### config.mk
export PLATFORM = sky130hd
export DESIGN_NAME = tt_aes_pin_bridge
export DESIGN_NICKNAME = d
export VERILOG_FILES = /design/src/rtl/tt_aes_pin_bridge.sv
export SDC_FILE = /design/constraint.sdc
export NUM_CORES = 1
export LEC_CHECK = 0
export ABC_AREA = 1
export CAP_MARGIN = 20
export CORE_MARGIN = 8
export CORE_UTILIZATION = 45
export CTS_CLUSTER_DIAMETER = 150
export DETAILED_ROUTE_END_ITERATION = 6
export PLACE_DENSITY = 0.76
export SYNTH_ARGS = -nofsm -noshare
export SYNTH_HDL_FRONTEND = slang
export SYNTH_SLANG_ARGS = --single-unit
### constraint.sdc
create_clock -name clk -period 3.36 [get_ports clk]
set_input_delay 0.672 -clock clk [delete_from_list [all_inputs] [get_ports clk]]
set_output_delay 0.672 -clock clk [all_outputs]
set_load 0.05 [all_outputs]
### src/rtl/tt_aes_pin_bridge.sv
// TinyTapeout pad <-> AES byte-stream bridge: header loader, framed transfer FSM, in/out FIFOs.
// Optional idle timeout in STREAM/WAIT_ACK is enabled by defining AES_BRIDGE_TIMEOUT_EN.

module tt_aes_pin_bridge_fifo #(
    parameter int W     = 8,
    parameter int DEPTH = 4
) (
    input  logic         clk,
    input  logic         rst,
    input  logic         flush,
    input  logic         push,
    input  logic [W-1:0] wr_data,
    input  logic         pop,
    output logic [W-1:0] rd_data,
    output logic         full,
    output logic         empty
);
    localparam int AW = $clog2(DEPTH);
    localparam int CW = AW + 1;

    logic [W-1:0]  mem_q [DEPTH];
    logic [AW-1:0] wr_ptr_q, wr_ptr_d;
    logic [AW-1:0] rd_ptr_q, rd_ptr_d;
    logic [CW-1:0] cnt_q, cnt_d;
    logic          push_ok;
    logic          pop_ok;

    assign full    = (cnt_q == CW'(DEPTH));
    assign empty   = (cnt_q == '0);
    assign pop_ok  = pop && !empty;
    // A full FIFO still takes a byte when the head leaves in the same cycle.
    assign push_ok = push && (!full || pop_ok);
    assign rd_data = mem_q[rd_ptr_q];

    always_comb begin
        wr_ptr_d = wr_ptr_q;
        rd_ptr_d = rd_ptr_q;
        cnt_d    = cnt_q;
        if (flush) begin
            wr_ptr_d = '0;
            rd_ptr_d = '0;
            cnt_d    = '0;
        end else begin
            if (push_ok) wr_ptr_d = wr_ptr_q + AW'(1);
            if (pop_ok)  rd_ptr_d = rd_ptr_q + AW'(1);
            if (push_ok && !pop_ok)      cnt_d = cnt_q + CW'(1);
            else if (pop_ok && !push_ok) cnt_d = cnt_q - CW'(1);
        end
    end

    always_ff @(posedge clk) begin
        if (rst) begin
            wr_ptr_q <= '0;
            rd_ptr_q <= '0;
            cnt_q    <= '0;
        end else begin
            wr_ptr_q <= wr_ptr_d;
            rd_ptr_q <= rd_ptr_d;
            cnt_q    <= cnt_d;
        end
    end

    always_ff @(posedge clk) begin
        if (push_ok && !flush) mem_q[wr_ptr_q] <= wr_data;
    end
endmodule

module tt_aes_pin_bridge #(
    parameter int DATA_W      = 8,
    parameter int ADDR_W      = 24,
    parameter int IN_DEPTH    = 4,
    parameter int OUT_DEPTH   = 4,
    parameter int TIMEOUT_CYC = 1024
) (
    input  logic              clk,
    input  logic              rst,
    input  logic [DATA_W-1:0] pin_data_in,
    input  logic              pin_strobe,
    input  logic              pin_rd,
    output logic [DATA_W-1:0] pin_data_out,
    output logic [3:0]        pin_status,
    output logic [DATA_W-1:0] core_data_in,
    output logic              core_valid_in,
    input  logic              core_ready_in,
    input  logic [DATA_W-1:0] core_data_out,
    input  logic              core_data_valid,
    output logic              core_data_ready,
    input  logic              core_ack_valid,
    output logic              core_ack_ready,
    output logic [1:0]        opcode,
    output logic [1:0]        source_id,
    output logic [1:0]        dest_id,
    output logic              encdec,
    output logic [ADDR_W-1:0] addr
);
    localparam int ADDR_BYTES = ADDR_W / DATA_W;
    localparam int HIDX_W     = $clog2(ADDR_BYTES + 1);
    localparam int CNT_W      = DATA_W + 1;

    typedef enum logic [1:0] {S_IDLE, S_HDR, S_STREAM, S_WAIT_ACK} state_t;

    // Two-flop synchroniser plus edge register per async pin; bit 0 strobe, bit 1 rd.
    logic [1:0] async_pins;
    logic [1:0] pin_evt;
    assign async_pins = {pin_rd, pin_strobe};

    generate
        for (genvar gi = 0; gi < 2; gi++) begin : g_sync
            logic meta_q, sync_q, prev_q;
            always_ff @(posedge clk) begin
                if (rst) begin
                    meta_q <= 1'b0;
                    sync_q <= 1'b0;
                    prev_q <= 1'b0;
                end else begin
                    meta_q <= async_pins[gi];
                    sync_q <= meta_q;
                    prev_q <= sync_q;
                end
            end
            assign pin_evt[gi] = sync_q && !prev_q;
        end
    endgenerate

    logic strb_evt, rd_evt;
    assign strb_evt = pin_evt[0];
    assign rd_evt   = pin_evt[1];

    state_t              state_q, state_d;
    logic [HIDX_W-1:0]   hdr_idx_q, hdr_idx_d;
    logic [1:0]          opcode_q, opcode_d;
    logic [1:0]          source_q, source_d;
    logic [1:0]          dest_q, dest_d;
    logic                encdec_q, encdec_d;
    logic [ADDR_W-1:0]   addr_q, addr_d;
    logic [DATA_W-1:0]   len_q, len_d;
    logic [CNT_W-1:0]    count_q, count_d;
    logic [CNT_W-1:0]    pushed_q, pushed_d;
    logic                err_q, err_d;
    logic                done_q, done_d;
    logic [CNT_W-1:0]    len_plus1;

    logic                in_push, in_pop, in_flush, in_full, in_empty;
    logic [DATA_W-1:0]   in_head;
    logic                out_full, out_empty;
    logic [DATA_W-1:0]   out_head;

    assign len_plus1 = {1'b0, len_q} + CNT_W'(1);
    assign in_pop    = core_valid_in && core_ready_in;

`ifdef AES_BRIDGE_TIMEOUT_EN
    localparam int TW = $clog2(TIMEOUT_CYC + 1);
    logic [TW-1:0] timer_q, timer_d;
`endif

    always_comb begin
        state_d   = state_q;
        hdr_idx_d = hdr_idx_q;
        opcode_d  = opcode_q;
        source_d  = source_q;
        dest_d    = dest_q;
        encdec_d  = encdec_q;
        addr_d    = addr_q;
        len_d     = len_q;
        count_d   = count_q;
        pushed_d  = pushed_q;
        err_d     = err_q;
        done_d    = done_q;
        in_push   = 1'b0;
        in_flush  = 1'b0;

        case (state_q)
            S_IDLE: begin
                if (strb_evt) begin
                    opcode_d  = pin_data_in[7:6];
                    source_d  = pin_data_in[5:4];
                    dest_d    = pin_data_in[3:2];
                    encdec_d  = pin_data_in[1];
                    err_d     = 1'b0;
                    done_d    = 1'b0;
                    hdr_idx_d = '0;
                    state_d   = S_HDR;
                end
            end
            S_HDR: begin
                if (strb_evt) begin
                    if (hdr_idx_q != HIDX_W'(ADDR_BYTES)) begin
                        // Address arrives MSB first, so shift the older bytes up.
                        addr_d    = (addr_q << DATA_W) | ADDR_W'(pin_data_in);
                        hdr_idx_d = hdr_idx_q + HIDX_W'(1);
                    end else begin
                        len_d    = pin_data_in;
                        count_d  = '0;
                        pushed_d = '0;
                        state_d  = S_STREAM;
                    end
                end
            end
            S_STREAM: begin
                if (strb_evt) begin
                    if (pushed_q == len_plus1 || (in_full && !in_pop)) begin
                        err_d = 1'b1;
                    end else begin
                        in_push  = 1'b1;
                        pushed_d = pushed_q + CNT_W'(1);
                    end
                end
                if (in_pop) begin
                    count_d = count_q + CNT_W'(1);
                    if (count_q + CNT_W'(1) == len_plus1) state_d = S_WAIT_ACK;
                end
            end
            S_WAIT_ACK: begin
                if (strb_evt) err_d = 1'b1;
                if (core_ack_valid) begin
                    done_d  = 1'b1;
                    state_d = S_IDLE;
                end
            end
            default: state_d = S_IDLE;
        endcase

`ifdef AES_BRIDGE_TIMEOUT_EN
        timer_d = '0;
        if (state_q == S_STREAM || state_q == S_WAIT_ACK) begin
            if (strb_evt || in_pop || core_ack_valid) begin
                timer_d = '0;
            end else if (timer_q == TW'(TIMEOUT_CYC - 1)) begin
                // Abandon the frame but leave the header outputs as they were.
                err_d    = 1'b1;
                in_flush = 1'b1;
                state_d  = S_IDLE;
            end else begin
                timer_d = timer_q + TW'(1);
            end
        end
`endif
    end

    always_ff @(posedge clk) begin
        if (rst) begin
            state_q   <= S_IDLE;
            hdr_idx_q <= '0;
            opcode_q  <= '0;
            source_q  <= '0;
            dest_q    <= '0;
            encdec_q  <= 1'b0;
            addr_q    <= '0;
            len_q     <= '0;
            count_q   <= '0;
            pushed_q  <= '0;
            err_q     <= 1'b0;
            done_q    <= 1'b0;
        end else begin
            state_q   <= state_d;
            hdr_idx_q <= hdr_idx_d;
            opcode_q  <= opcode_d;
            source_q  <= source_d;
            dest_q    <= dest_d;
            encdec_q  <= encdec_d;
            addr_q    <= addr_d;
            len_q     <= len_d;
            count_q   <= count_d;
            pushed_q  <= pushed_d;
            err_q     <= err_d;
            done_q    <= done_d;
        end
    end

`ifdef AES_BRIDGE_TIMEOUT_EN
    always_ff @(posedge clk) begin
        if (rst) timer_q <= '0;
        else     timer_q <= timer_d;
    end
`endif

    tt_aes_pin_bridge_fifo #(.W(DATA_W), .DEPTH(IN_DEPTH)) u_in_fifo (
        .clk     (clk),
        .rst     (rst),
        .flush   (in_flush),
        .push    (in_push),
        .wr_data (pin_data_in),
        .pop     (in_pop),
        .rd_data (in_head),
        .full    (in_full),
        .empty   (in_empty)
    );

    tt_aes_pin_bridge_fifo #(.W(DATA_W), .DEPTH(OUT_DEPTH)) u_out_fifo (
        .clk     (clk),
        .rst     (rst),
        .flush   (1'b0),
        .push    (core_data_valid && core_data_ready),
        .wr_data (core_data_out),
        .pop     (rd_evt),
        .rd_data (out_head),
        .full    (out_full),
        .empty   (out_empty)
    );

    assign core_valid_in   = !in_empty;
    assign core_data_in    = in_empty ? '0 : in_head;
    assign core_data_ready = !out_full;
    assign core_ack_ready  = (state_q == S_WAIT_ACK);
    assign pin_data_out    = out_empty ? '0 : out_head;
    assign pin_status      = {err_q, done_q, !out_empty, in_full};

    assign opcode    = opcode_q;
    assign source_id = source_q;
    assign dest_id   = dest_q;
    assign encdec    = encdec_q;
    assign addr      = addr_q;
endmodule

==> impl_metrics.env <==
export IMPL_r2r_worst_path_cells=16
export IMPL_synth_fp_nets=879
export IMPL_path_class="flop to output port"
export IMPL_cts_tree="built"
export IMPL_path_clk_slew_ps=60
export IMPL_drt_wirelength_per_cell_um=13.9
export IMPL_synth_warnings=0
export IMPL_grt_usage_pct=15.8
export IMPL_multi_input_area_um2=2720
export IMPL_yosys_area_share_simple_pct=23.0
export IMPL_htree_levels=4
export IMPL_clock_skew_ps=8.52
export IMPL_drc=0
export IMPL_powerDensity_nw_per_um2=711
export IMPL_nFillCells=1325
export IMPL_avgSynthCellArea_um2=8.24
export IMPL_grt_max_degree=52
export IMPL_p_switching_mw=2.18
export IMPL_rows=45
export IMPL_synthCells=836
export IMPL_drt_iter0_markers=449
export IMPL_fin_util_pct=55.8
export IMPL_yosysSeqAreaShare_pct=53.2
export IMPL_critPathLaunchType="flop"
export IMPL_clockBufferDepth=2
export IMPL_syn_to_final_growth_pct=22.2
export IMPL_grt_pass1_wl_mm=24.9
export IMPL_power_frac_comb_pct=30.7
export IMPL_diodes=0
export IMPL_detail_route_antenna_nets=0
export IMPL_fp_dieArea_um2=19500
export IMPL_dp_slack_ps=411
export IMPL_cp_end_kind="output port"
export IMPL_yosysTopAreaCellShare_pct=27.9
export IMPL_initial_utilization_pct=45.7
export IMPL_grt_pass1_vias=5065
export IMPL_numCtsBuffers=17
export IMPL_io_pins=77
export IMPL_drive_gt1_share_pct=7.26
export IMPL_rr_startpoint="len_q[0]"
export IMPL_synth_area_leaders="edfxtp_1 (28%), dfxtp_1 (25%), nor2_1 (9.7%), nand2_1 (7.0%), o21ai_0 (6.5%)"
export IMPL_postCtsHoldBufs=0
export IMPL_vdd_ir_drop_max_mv=0.500
export IMPL_synth_top_family_by_area="simple AND/OR/NAND/NOR gates"
export IMPL_rr_endpoint="u_in_fifo.cnt_q[2]"
export IMPL_synthArstFlopShare_pct=0
export IMPL_fp_coreArea_um2=15100
export IMPL_p_seq_share_pct=36.6
export IMPL_cts_sinks=151
export IMPL_final_cell_mix="nor2_1 (179), nand2_1 (129), o21ai_0 (89), inv_1 (88), dfxtp_1 (87)"
export IMPL_layout_commonest_cell="nor2_1"
export IMPL_endpoint="core_data_in[1]"
export IMPL_place_hpwl_mm=10.7
export IMPL_synth_ff_type="dfxtp_1"
export IMPL_crit_path_max_fanout=16
export IMPL_portBuffers=76
export IMPL_netlist_area_um2=6890
export IMPL_fin_crit_sh_pct=94.5
export IMPL_netSwitchingFraction_pct=36.4
export IMPL_ys_ff_latch=151
export IMPL_finalWirelength_mm=15.5
export IMPL_synth_compound_area_share_pct=12.1
export IMPL_gp_congestion=0.887
export IMPL_dr_pass1_iters=5
export IMPL_critPathArrivalTime_ps=2500
export IMPL_drv_slew=0
export IMPL_die_h_um=140
export IMPL_synth_edf_count=64
export IMPL_grt_setup_unrepaired="no"
export IMPL_power_frac_clock_pct=32.7
export IMPL_synth_xor_area_share_pct=0.508
export IMPL_vias_per_cell=5.11
export IMPL_whs_ps=406
export IMPL_worst_ep_required_time_ps=2690
export IMPL_fmax_mhz=315
export IMPL_muxShareOfSynthArea_pct=0
export IMPL_min_path_type="flop to flop"
export IMPL_tightestPinTransition_ps=774
export IMPL_fin_crit_ps=3180
export IMPL_die_w_um=140
export IMPL_maxSlewHeadroom_pct=48.2
export IMPL_synth_distinct_cells=34
export IMPL_antenna_found_initial=0
export IMPL_nNetsFinal=953
export IMPL_intPower_mw=3.81
export IMPL_synth_fa_ha_area_share_pct=3.85
export IMPL_root_buffer="clkbuf_16"
export IMPL_final_setup_tns_ps=0
export IMPL_hold_viol=0
export IMPL_regToRegSetupSlack_ps=390
export IMPL_power_mw=5.99
export IMPL_vias=5677
export IMPL_layout_setup_ws_ps=185
export IMPL_status="completed"
export IMPL_insertion_delay_ps=430
export IMPL_post_cts_buffers=0
export IMPL_cts_resized=0
export IMPL_drv_cap=0
export IMPL_synth_area_leader_cell="edfxtp_1"
export IMPL_gr_total_overflow=0
export IMPL_leakagePower_nw=3.36
export IMPL_final_setup_viol_count=0
export IMPL_seq_area_um2=3660
worst min path at each step:
stage                     startpoint          endpoint  slack (ps)  cells after the start
global placement    g_sync[1].meta_q  g_sync[1].sync_q         390                      2
global route        g_sync[0].meta_q  g_sync[0].sync_q         430                      2
finish              g_sync[0].meta_q  g_sync[0].sync_q         410                      2
floorplan           g_sync[0].meta_q  g_sync[0].sync_q         390                      2
CTS                 g_sync[0].meta_q  g_sync[0].sync_q         410                      2
detailed placement  g_sync[0].meta_q  g_sync[0].sync_q         400                      2
power by group through the flow:
stage	clock (mW)	combinational (mW)	sequential, mW
2_1_floorplan	0	1.28	2.25
5_1_grt	2.07	1.99	2.21
4_1_cts	1.99	1.83	2.19
6_report	1.96	1.84	2.19
3_3_place_gp	0	1.81	2.22
3_5_place_dp	0	1.82	2.23
area by class of cell:
class                      count  area share (%)
clock inverter                12            1.46
sequential                   151            43.5
multi-input combinational    563            32.3
timing repair buffer          86            9.93
clock buffer                  20            5.94
inverter                      91            4.06
tap                          188            2.79
sequential cells by signal, indices dropped and copies added (netlist names), 2 cells and up, named ones only:
signal	cells
u_in_fifo.mem_q	32
u_out_fifo.wr_ptr_q	2
addr	24
dest_id	2
g_sync.meta_q	2
u_in_fifo.rd_ptr_q	2
u_in_fifo.wr_ptr_q	2
opcode	2
u_out_fifo.mem_q	32
source_id	2
g_sync.prev_q	2
state_q	2
u_out_fifo.cnt_q	3
hdr_idx_q	2
u_in_fifo.cnt_q	3
u_out_fifo.rd_ptr_q	2
len_q	8
pushed_q	9
g_sync.sync_q	2
count_q	9
per-layer routing:
layer / track usage (%) / wire [um] / vias to the layer above
li1: - / - / 2870
met1: 19.3 / 6740 / 2595
met5: 0 / 0 / -
met4: 5.77 / 268 / 0
met2: 26.5 / 7540 / 189
met3: 3.86 / 911 / 23
through the flow:
step | instance area (um^2) | std cells
2_1_floorplan | 6890 | 836
3_3_place_gp | 7800 | 1079
3_5_place_dp | 7800 | 1079
4_1_cts | 8420 | 1111
5_1_grt | 8420 | 1111
6_report | 8420 | 1111
synth_stat cells, types with 3 or more instances:
master / count
dfxtp_1: 87
a21oi_1: 63
nand2_2: 8
nand3_1: 42
nor2_1: 179
nor3_1: 3
nand3_2: 5
inv_1: 88
nand4_1: 3
ha_1: 18
nand2_1: 129
edfxtp_1: 64
a22oi_1: 4
nor2_2: 3
o21ai_0: 89
buf_4: 4
clkbuf_1: 23
kinds of logic (layout without fill, tap and decap cells):
kind of cell             after synthesis  count (layout)
XOR/XNOR                               4               4
adder cells (fa/ha/maj)               20              20
AO/OA/AOI/OAI                        161             161
buffers and inverters                122             209
flip-flops                           151             151
AND/OR/NAND/NOR                      378             378
critical path: stages (launching register included):
cell	delay (ps)
dfxtp_1	630
inv_1	330
o21ai_0	270
a21oi_1	120
clkdlybuf4s50_1	730
Note: power is estimated with default switching activity, not from simulation.
